### src/rtl/lsu_pkg.sv
// Shared types and helpers for the load/store unit.
// Contents: access-size, fault-code and FSM-state enums, and size-to-lane helpers.
package lsu_pkg;

    typedef enum logic [1:0] {
        MEM_BYTE   = 2'b00,
        MEM_HALF   = 2'b01,
        MEM_WORD   = 2'b10,
        MEM_DOUBLE = 2'b11
    } mem_size_t;

    typedef enum logic [1:0] {
        FLT_NONE     = 2'b00,
        FLT_MISALIGN = 2'b01,
        FLT_TIMEOUT  = 2'b10,
        FLT_SIZE     = 2'b11
    } lsu_fault_t;

    typedef enum logic [2:0] {
        ST_IDLE    = 3'd0,
        ST_ISSUE   = 3'd1,
        ST_WAIT_R  = 3'd2,
        ST_RESP    = 3'd3,
        ST_ISSUE2  = 3'd4,
        ST_WAIT_R2 = 3'd5
    } lsu_state_t;

    // Number of bytes touched by an access of the given size.
    function automatic logic [3:0] size_bytes(input mem_size_t s);
        return 4'd1 << s;
    endfunction

    // LSB-aligned byte-lane mask for an access of the given size.
    function automatic logic [7:0] size_mask(input mem_size_t s);
        case (s)
            MEM_BYTE: return 8'h01;
            MEM_HALF: return 8'h03;
            MEM_WORD: return 8'h0F;
            default:  return 8'hFF;
        endcase
    endfunction

endpackage

### src/rtl/load_align_extend.sv
// Load data aligner: shifts the addressed lanes down to bit 0, keeps the
// access-size field and sign- or zero-extends it to XLEN.
// Ports: data (raw memory word), offset (byte offset), size, is_signed -> result.
module load_align_extend
    import lsu_pkg::*;
#(
    parameter int unsigned XLEN = 32
) (
    input  logic [XLEN-1:0]           data,
    input  logic [$clog2(XLEN/8)-1:0] offset,
    input  mem_size_t                 size,
    input  logic                      is_signed,
    output logic [XLEN-1:0]           result
);

    localparam int unsigned KW = $clog2(XLEN);

    logic [XLEN-1:0] shifted;
    logic [XLEN-1:0] up;
    logic [KW-1:0]   k;

    // Push the field to the top, then shift back down arithmetically or logically.
    always_comb begin
        shifted = data >> {offset, 3'b000};
        case (size)
            MEM_BYTE: k = KW'(XLEN - 8);
            MEM_HALF: k = KW'(XLEN - 16);
            MEM_WORD: k = KW'(XLEN - 32);
            default:  k = '0;
        endcase
        up     = shifted << k;
        result = is_signed ? XLEN'($signed(up) >>> k) : (up >> k);
    end

endmodule

### src/rtl/load_store_unit.sv
// Load/store unit: sequences one core request onto a handshaked data-memory
// port, generating byte enables, lane-shifting store data and aligning/extending
// load data. Reports misaligned, timeout and illegal-size faults.
// Ports: core side req_* in / req_ready, resp_* out; memory side mem_* out,
// mem_ready / mem_rvalid / mem_rdata in. Synchronous active-low reset_n.
// Option: define LSU_MISALIGN_SPLIT_EN to issue misaligned accesses (two beats
// when they cross a word); otherwise every misaligned access faults.
module load_store_unit
    import lsu_pkg::*;
#(
    parameter int unsigned XLEN           = 32,
    parameter int unsigned ADDR_WIDTH     = 10,
    parameter int unsigned TIMEOUT_CYCLES = 16
) (
    input  logic                  clk,
    input  logic                  reset_n,
    input  logic                  req_valid,
    output logic                  req_ready,
    input  logic                  req_we,
    input  logic [1:0]            req_size,
    input  logic                  req_signed,
    input  logic [XLEN-1:0]       req_addr,
    input  logic [XLEN-1:0]       req_wdata,
    output logic                  resp_valid,
    output logic [XLEN-1:0]       resp_rdata,
    output logic [1:0]            resp_fault,
    output logic                  mem_valid,
    input  logic                  mem_ready,
    output logic                  mem_we,
    output logic [ADDR_WIDTH-1:0] mem_addr,
    output logic [XLEN/8-1:0]     mem_be,
    output logic [XLEN-1:0]       mem_wdata,
    input  logic                  mem_rvalid,
    input  logic [XLEN-1:0]       mem_rdata
);

    localparam int unsigned NB  = XLEN / 8;
    localparam int unsigned NB2 = 2 * NB;
    localparam int unsigned L   = $clog2(NB);
    localparam int unsigned CW  = (TIMEOUT_CYCLES > 1) ? $clog2(TIMEOUT_CYCLES) : 1;
`ifdef LSU_MISALIGN_SPLIT_EN
    localparam bit SPLIT_EN = 1'b1;
`else
    localparam bit SPLIT_EN = 1'b0;
`endif

    lsu_state_t            state, state_d;
    logic                  we_q, signed_q;
    mem_size_t             size_q;
    logic [L-1:0]          off_q;
    logic [ADDR_WIDTH-1:0] word_q;
    logic [XLEN-1:0]       wdata_q;
    logic [CW-1:0]         cnt_q;

    logic                  req_ready_d, mem_valid_d, mem_we_d, resp_valid_d;
    logic [ADDR_WIDTH-1:0] mem_addr_d;
    logic [NB-1:0]         mem_be_d;
    logic [XLEN-1:0]       mem_wdata_d, resp_rdata_d;
    lsu_fault_t            resp_fault_d;

    // Request decode
    mem_size_t    req_size_c;
    logic [L-1:0] req_off_c;
    logic         accept_c, size_bad_c, misalign_c, timeout_c, cross_c;
    logic         unused_addr_bits;

    assign req_size_c       = mem_size_t'(req_size);
    assign req_off_c        = req_addr[L-1:0];
    assign accept_c         = req_valid & req_ready;
    assign size_bad_c       = (XLEN == 32) && (req_size == 2'b11);
    assign misalign_c       = |(req_off_c & L'(size_bytes(req_size_c) - 4'd1));
    assign timeout_c        = (cnt_q == '0);
    assign unused_addr_bits = ^req_addr[XLEN-1:ADDR_WIDTH+L];

    // Lane placement over a double-width window: low half is beat 1, high half beat 2.
    mem_size_t       src_size;
    logic [L-1:0]    src_off;
    logic [XLEN-1:0] src_wdata;
    logic [NB2-1:0]  be_2x;
    logic [2*XLEN-1:0] wd_2x;

    assign src_size  = (state == ST_IDLE) ? req_size_c : size_q;
    assign src_off   = (state == ST_IDLE) ? req_off_c  : off_q;
    assign src_wdata = (state == ST_IDLE) ? req_wdata  : wdata_q;
    assign be_2x     = NB2'(size_mask(src_size)) << src_off;
    assign wd_2x     = (2 * XLEN)'(src_wdata) << {src_off, 3'b000};
    assign cross_c   = ((L + 2)'(src_off) + (L + 2)'(size_bytes(src_size))) > (L + 2)'(NB);

    // Load data path; a split load merges both beats and aligns from offset 0.
    logic [XLEN-1:0] align_in, align_out;
    logic [L-1:0]    align_off;
`ifdef LSU_MISALIGN_SPLIT_EN
    logic [XLEN-1:0] lo_q;
    logic [L+3:0]    hi_sh;
    assign hi_sh     = {(L + 1)'(NB) - {1'b0, off_q}, 3'b000};
    assign align_in  = (state == ST_WAIT_R2) ? (lo_q | (mem_rdata << hi_sh)) : mem_rdata;
    assign align_off = (state == ST_WAIT_R2) ? '0 : off_q;
`else
    assign align_in  = mem_rdata;
    assign align_off = off_q;
`endif

    load_align_extend #(.XLEN(XLEN)) u_align (
        .data      (align_in),
        .offset    (align_off),
        .size      (size_q),
        .is_signed (signed_q),
        .result    (align_out)
    );

    // State register; outputs are registered from their next values.
    always_ff @(posedge clk) begin
        if (!reset_n) begin
            state      <= ST_IDLE;
            req_ready  <= 1'b0;
            mem_valid  <= 1'b0;
            mem_we     <= 1'b0;
            mem_addr   <= '0;
            mem_be     <= '0;
            mem_wdata  <= '0;
            resp_valid <= 1'b0;
            resp_rdata <= '0;
            resp_fault <= 2'b00;
        end else begin
            state      <= state_d;
            req_ready  <= req_ready_d;
            mem_valid  <= mem_valid_d;
            mem_we     <= mem_we_d;
            mem_addr   <= mem_addr_d;
            mem_be     <= mem_be_d;
            mem_wdata  <= mem_wdata_d;
            resp_valid <= resp_valid_d;
            resp_rdata <= resp_rdata_d;
            resp_fault <= resp_fault_d;
        end
    end

    // Next-state logic
    always_comb begin
        state_d = state;
        case (state)
            ST_IDLE: begin
                if (accept_c) begin
                    if (size_bad_c)                  state_d = ST_RESP;
                    else if (!SPLIT_EN && misalign_c) state_d = ST_RESP;
                    else                             state_d = ST_ISSUE;
                end
            end
            ST_ISSUE: begin
                if (mem_ready) begin
                    if (SPLIT_EN && cross_c && we_q) state_d = ST_ISSUE2;
                    else                             state_d = we_q ? ST_RESP : ST_WAIT_R;
                end
            end
            ST_WAIT_R: begin
                if (mem_rvalid)     state_d = (SPLIT_EN && cross_c) ? ST_ISSUE2 : ST_RESP;
                else if (timeout_c) state_d = ST_RESP;
            end
`ifdef LSU_MISALIGN_SPLIT_EN
            // First ISSUE2 cycle is a bubble while the beat-2 fields register.
            ST_ISSUE2: begin
                if (mem_valid && mem_ready) state_d = we_q ? ST_RESP : ST_WAIT_R2;
            end
            ST_WAIT_R2: begin
                if (mem_rvalid || timeout_c) state_d = ST_RESP;
            end
`endif
            ST_RESP: state_d = ST_IDLE;
            default: state_d = ST_IDLE;
        endcase
    end

    // Output next-value logic
    always_comb begin
        req_ready_d  = (state_d == ST_IDLE);
        mem_valid_d  = (state_d == ST_ISSUE) || (state_d == ST_ISSUE2 && state == ST_ISSUE2);
        mem_we_d     = mem_we;
        mem_addr_d   = mem_addr;
        mem_be_d     = mem_be;
        mem_wdata_d  = mem_wdata;
        resp_valid_d = (state_d == ST_RESP);
        resp_rdata_d = '0;
        resp_fault_d = FLT_NONE;

        if (state == ST_IDLE && state_d == ST_ISSUE) begin
            mem_we_d    = req_we;
            mem_addr_d  = req_addr[ADDR_WIDTH+L-1:L];
            mem_be_d    = be_2x[NB-1:0];
            mem_wdata_d = wd_2x[XLEN-1:0];
        end
        if (state_d == ST_ISSUE2 && state != ST_ISSUE2) begin
            mem_addr_d  = word_q + ADDR_WIDTH'(1);
            mem_be_d    = be_2x[NB2-1:NB];
            mem_wdata_d = wd_2x[2*XLEN-1:XLEN];
        end
        if (state_d != ST_ISSUE && state_d != ST_ISSUE2) begin
            mem_we_d    = 1'b0;
            mem_addr_d  = '0;
            mem_be_d    = '0;
            mem_wdata_d = '0;
        end

        if (state_d == ST_RESP) begin
            if (state == ST_IDLE) begin
                resp_fault_d = size_bad_c ? FLT_SIZE : FLT_MISALIGN;
            end else if (state == ST_WAIT_R || state == ST_WAIT_R2) begin
                if (mem_rvalid) resp_rdata_d = align_out;
                else            resp_fault_d = FLT_TIMEOUT;
            end
        end
    end

    // Request capture, read timeout counter and beat-1 load data
    always_ff @(posedge clk) begin
        if (!reset_n) begin
            we_q     <= 1'b0;
            signed_q <= 1'b0;
            size_q   <= MEM_BYTE;
            off_q    <= '0;
            word_q   <= '0;
            wdata_q  <= '0;
            cnt_q    <= '0;
`ifdef LSU_MISALIGN_SPLIT_EN
            lo_q     <= '0;
`endif
        end else begin
            if (accept_c) begin
                we_q     <= req_we;
                signed_q <= req_signed;
                size_q   <= req_size_c;
                off_q    <= req_off_c;
                word_q   <= req_addr[ADDR_WIDTH+L-1:L];
                wdata_q  <= req_wdata;
            end
            if ((state_d == ST_WAIT_R || state_d == ST_WAIT_R2) && state_d != state)
                cnt_q <= CW'(TIMEOUT_CYCLES - 1);
            else if ((state == ST_WAIT_R || state == ST_WAIT_R2) && !timeout_c)
                cnt_q <= cnt_q - CW'(1);
`ifdef LSU_MISALIGN_SPLIT_EN
            if (state == ST_WAIT_R && mem_rvalid)
                lo_q <= mem_rdata >> {off_q, 3'b000};
`endif
        end
    end

endmodule

### config.mk
export PLATFORM = sky130hd
export DESIGN_NAME = load_store_unit
export DESIGN_NICKNAME = d
export VERILOG_FILES = /design/src/rtl/lsu_pkg.sv /design/src/rtl/load_align_extend.sv /design/src/rtl/load_store_unit.sv
export SDC_FILE = /design/constraint.sdc
export NUM_CORES = 1
export LEC_CHECK = 0
export ABC_AREA = 0
export CAP_MARGIN = 20
export CORE_MARGIN = 8
export CORE_UTILIZATION = 46
export CTS_BUF_LIST = sky130_fd_sc_hd__clkbuf_2 sky130_fd_sc_hd__clkbuf_4 sky130_fd_sc_hd__clkbuf_8
export CTS_CLUSTER_DIAMETER = 50
export DETAILED_ROUTE_END_ITERATION = 12
export GPL_TIMING_DRIVEN = 0
export PLACE_DENSITY = 0.82
export RECOVER_POWER = 50
export SETUP_SLACK_MARGIN = 0.15
export SLEW_MARGIN = 10
export SYNTH_ARGS = -nofsm -noshare
export SYNTH_HDL_FRONTEND = slang
export SYNTH_SLANG_ARGS = --single-unit
export TNS_END_PERCENT = 5
### constraint.sdc
create_clock -name clk -period 2.1 [get_ports clk]
set_input_delay 0.315 -clock clk [delete_from_list [all_inputs] [get_ports clk]]
set_output_delay 0.315 -clock clk [all_outputs]
set_load 0.005 [all_outputs]
==> impl_metrics.csv <==
group,metric,value,unit
clock_network,cts.path.max_buffers,2,
timing,finalHoldViolCount,0,
logic_synthesis,ys_ff_latch,113,
layout,diodes,0,
layout,layout_common_cells,"nand2_1, dfxtp_1, clkdlybuf4s50_1",
logic_synthesis,ys_warn_count,0,
detailed_routing,ant_nets,0,
floorplan,rows,39,
hold_path,hp-class,"primary input to flop",
logic_synthesis,netlist_instances,631,
logic_synthesis,synth_top_flop_cell,"dfxtp_1",
logic_synthesis,synth-async-reset-ratio,0,
floorplan,die_width,122,um
setup_path,crit_type,"flop to flop",
timing,setup_viol,0,
logic_synthesis,syn_avg_cell_area,8.26,sq um
floorplan,start_util,0.464,
timing,fin_crit_sh,0.970,
timing,skew,0.0153,ns
power_and_ir_drop,leakage,0.00286,uW
flow_run,drv_cap,0,
layout,areaGrowthSynthToFinish,45.5,%
layout,layout_commonest_cell,"nand2_1",
placement,port_buffers,166,
logic_synthesis,netlist_area,0.00521,sq mm
timing,rsz0062_at_grt,"yes",
placement,dp_slack,-0.449,ns
global_routing,antenna_found_initial,0,
global_routing,overflow,0,
clock_network,cts_inserted_buffers,17,
detailed_routing,dr.pass1.iters,5,
clock_network,clock-sinks,113,
detailed_routing,vias_per_cell,5.62,
timing,fin_tns_setup,0,ns
global_routing,grt_use_total,0.238,
setup_path,cp_max_fo,10,
setup_path,max_stage_delay,0.51,ns
timing,tightest_slew,0.706,ns
layout,nets,923,
setup_path,cp-start-kind,"flop",
setup_path,critical-path-top-delay-family,"simple AND/OR/NAND/NOR gates",
global_routing,grt_pass1_wl,27900,um
clock_network,clkTransAtPathRegs,0.07,ns
detailed_routing,first_iter_violations,519,
placement,dp.cells,940,
layout,drive_above_1_share,0.105,
setup_path,cp_common_cell,"buf_6",
clock_network,cts_tree,"built",
logic_synthesis,synth_nets,737,
clock_network,root_buffer,"clkbuf_8",
timing,fin_ws,0.0640,ns
detailed_routing,wl,18300,um
clock_network,h-tree-depth,4,
global_routing,grt_pass1_vias,5565,
detailed_routing,vias,5465,
timing,min_period,2.04,ns
setup_path,cp-end-kind,"flop",
logic_synthesis,synth_edf_count,0,
placement,gp_congestion,0.922,
power_and_ir_drop,power_density,662,mW/mm^2
detailed_routing,drcViolationCount,0,
floorplan,core_area,0.0112,sq mm
global_routing,grt_max_degree,17,
logic_synthesis,synthDistinctLibCells,48,
timing,drv_slew,0,
clock_network,worstSkewPairLatency,0.43,ns
floorplan,die_h,122,um
timing,slew_headroom,0.528,
timing,fmaxAchievable,491,MHz
logic_synthesis,synth_top_area_frac,0.434,
power_and_ir_drop,ir_drop,0.000385,V
setup_path,cpMaxStageDelayCell,"or4b_1",
logic_synthesis,seq_area_frac_synth,0.434,
floorplan,ios,189,
setup_path,cp.buffers_inverters,3,
setup_path,path_cells,"buf_6 > or4b_1 > buf_4 > and3_1 > buf_6 > a221oi_4 > a211oi_1",
logic_synthesis,synth_area_leaders,"dfxtp_1, a21oi_1, nand2_1",
logic_synthesis,yosysTopAreaCell,"dfxtp_1",
layout,layoutNonFillerInstCount,973,
outcome,outcome,"finished, final reports clean",
setup_path,arrival,2.34,ns
floorplan,die_area,0.0150,sq mm
detailed_routing,wire_per_inst,18.8,um
placement,dp_hpwl,14200,um
setup_path,cp_data_required_time,2.41,ns
sequential cells by signal (all words and copies together), names as in the netlist:
register	count
state	3
req_ready	1
mem_addr	10
mem_we	1
resp_rdata	32
signed_q	1
wdata_q	16
size_q	2
mem_valid	1
cnt_q	4
align_off	2
resp_valid	1
we_q	1
mem_be	4
mem_wdata	32
resp_fault	2
kinds of logic after synthesis:
kind of cell | synth area share
AOI/OAI and AO/OA | 0.189
and+or+nand+nor | 0.208
adders and majority gates | 0.00240
other | 0.000720
xor gates and xnor gates | 0.00504
muxes | 0.107
DFF | 0.434
buffers and inverters | 0.0535
cells in the mapped netlist (all sizes together) (2+ instances only):
master / number
and2: 8
o21ai: 21
nand2b: 6
or2: 2
inv: 5
mux4: 2
clkbuf: 41
nor2b: 13
nor2: 32
buf: 20
a21oi: 89
a211oi: 26
nand3b: 2
mux2: 10
nand2: 116
nor3: 13
a221oi: 8
mux2i: 40
nand4b: 2
o211ai: 3
or3: 9
xnor2: 3
nand4: 2
dfxtp: 113
nand3: 26
final timing paths:
check | startpoint | end | slack, ns | depth (start not counted)
setup / recovery | state[2]$_SDFF_PN0_ | mem_wdata[22]$_SDFFE_PP0P_ | 0.06 | 7
hold / removal | req_size[0] | size_q[0]$_SDFFE_PN0P_ | 0.30 | 3
setup reg to reg | state[2]$_SDFF_PN0_ | mem_wdata[22]$_SDFFE_PP0P_ | 0.06 | 7
hold reg to reg | mem_wdata[4]$_SDFFE_PP0P_ | mem_wdata[4]$_SDFFE_PP0P_ | 0.45 | 2
layout make-up:
class	count	area (sq um)
Sequential cell	113	2260
Clock inverter	12	133
Inverter	6	22.5
Timing Repair Buffer	167	1670
Multi-Input combinational cell	451	2770
Clock buffer	20	269
Tap cell	143	179
Buffer	61	280
Fill cell	920	3640
where the power goes:
part	internal, uW	switching, uW
clock network	1130	927
registers	2180	26.1
logic	348	402
total	3660	1360
worst min-delay path: stages:
cell and delay, ns:
clkbuf_1 0.19, nand2_1 0.11, a21oi_1 0.06
metal layers:
metal / part of all wire / track usage / vias up
met4: 0.027 / 0.107 / 0
met5: 0 / 0 / -
met2: 0.48 / 0.406 / 308
met3: 0.089 / 0.0658 / 43
met1: 0.40 / 0.274 / 2536
li1: - / - / 2578
timing repair:
item | 4_1_cts | 5_1_grt
pin swaps | 0 | 1
gates cloned | 0 | 0
setup buffers | 0 | 1
setup endpoints to repair | 64 | 69
gates resized for setup | 8 | 24
hold buffers | 0 | 0
through the flow:
stage / hold WS, ns / instance area [sq um] / total power (uW) / utilization
after floorplan: 0.434 / 5210 / 2630 / -
after global placement: 0.442 / 7050 / 2930 / 0.628
after detailed placement: 0.445 / 7050 / 2950 / 0.628
after CTS: 0.259 / 7490 / 5000 / 0.667
after global routing: 0.283 / 7580 / 5200 / 0.675
final: 0.296 / 7580 / 5020 / 0.675
(Power assumes the default switching activity.)
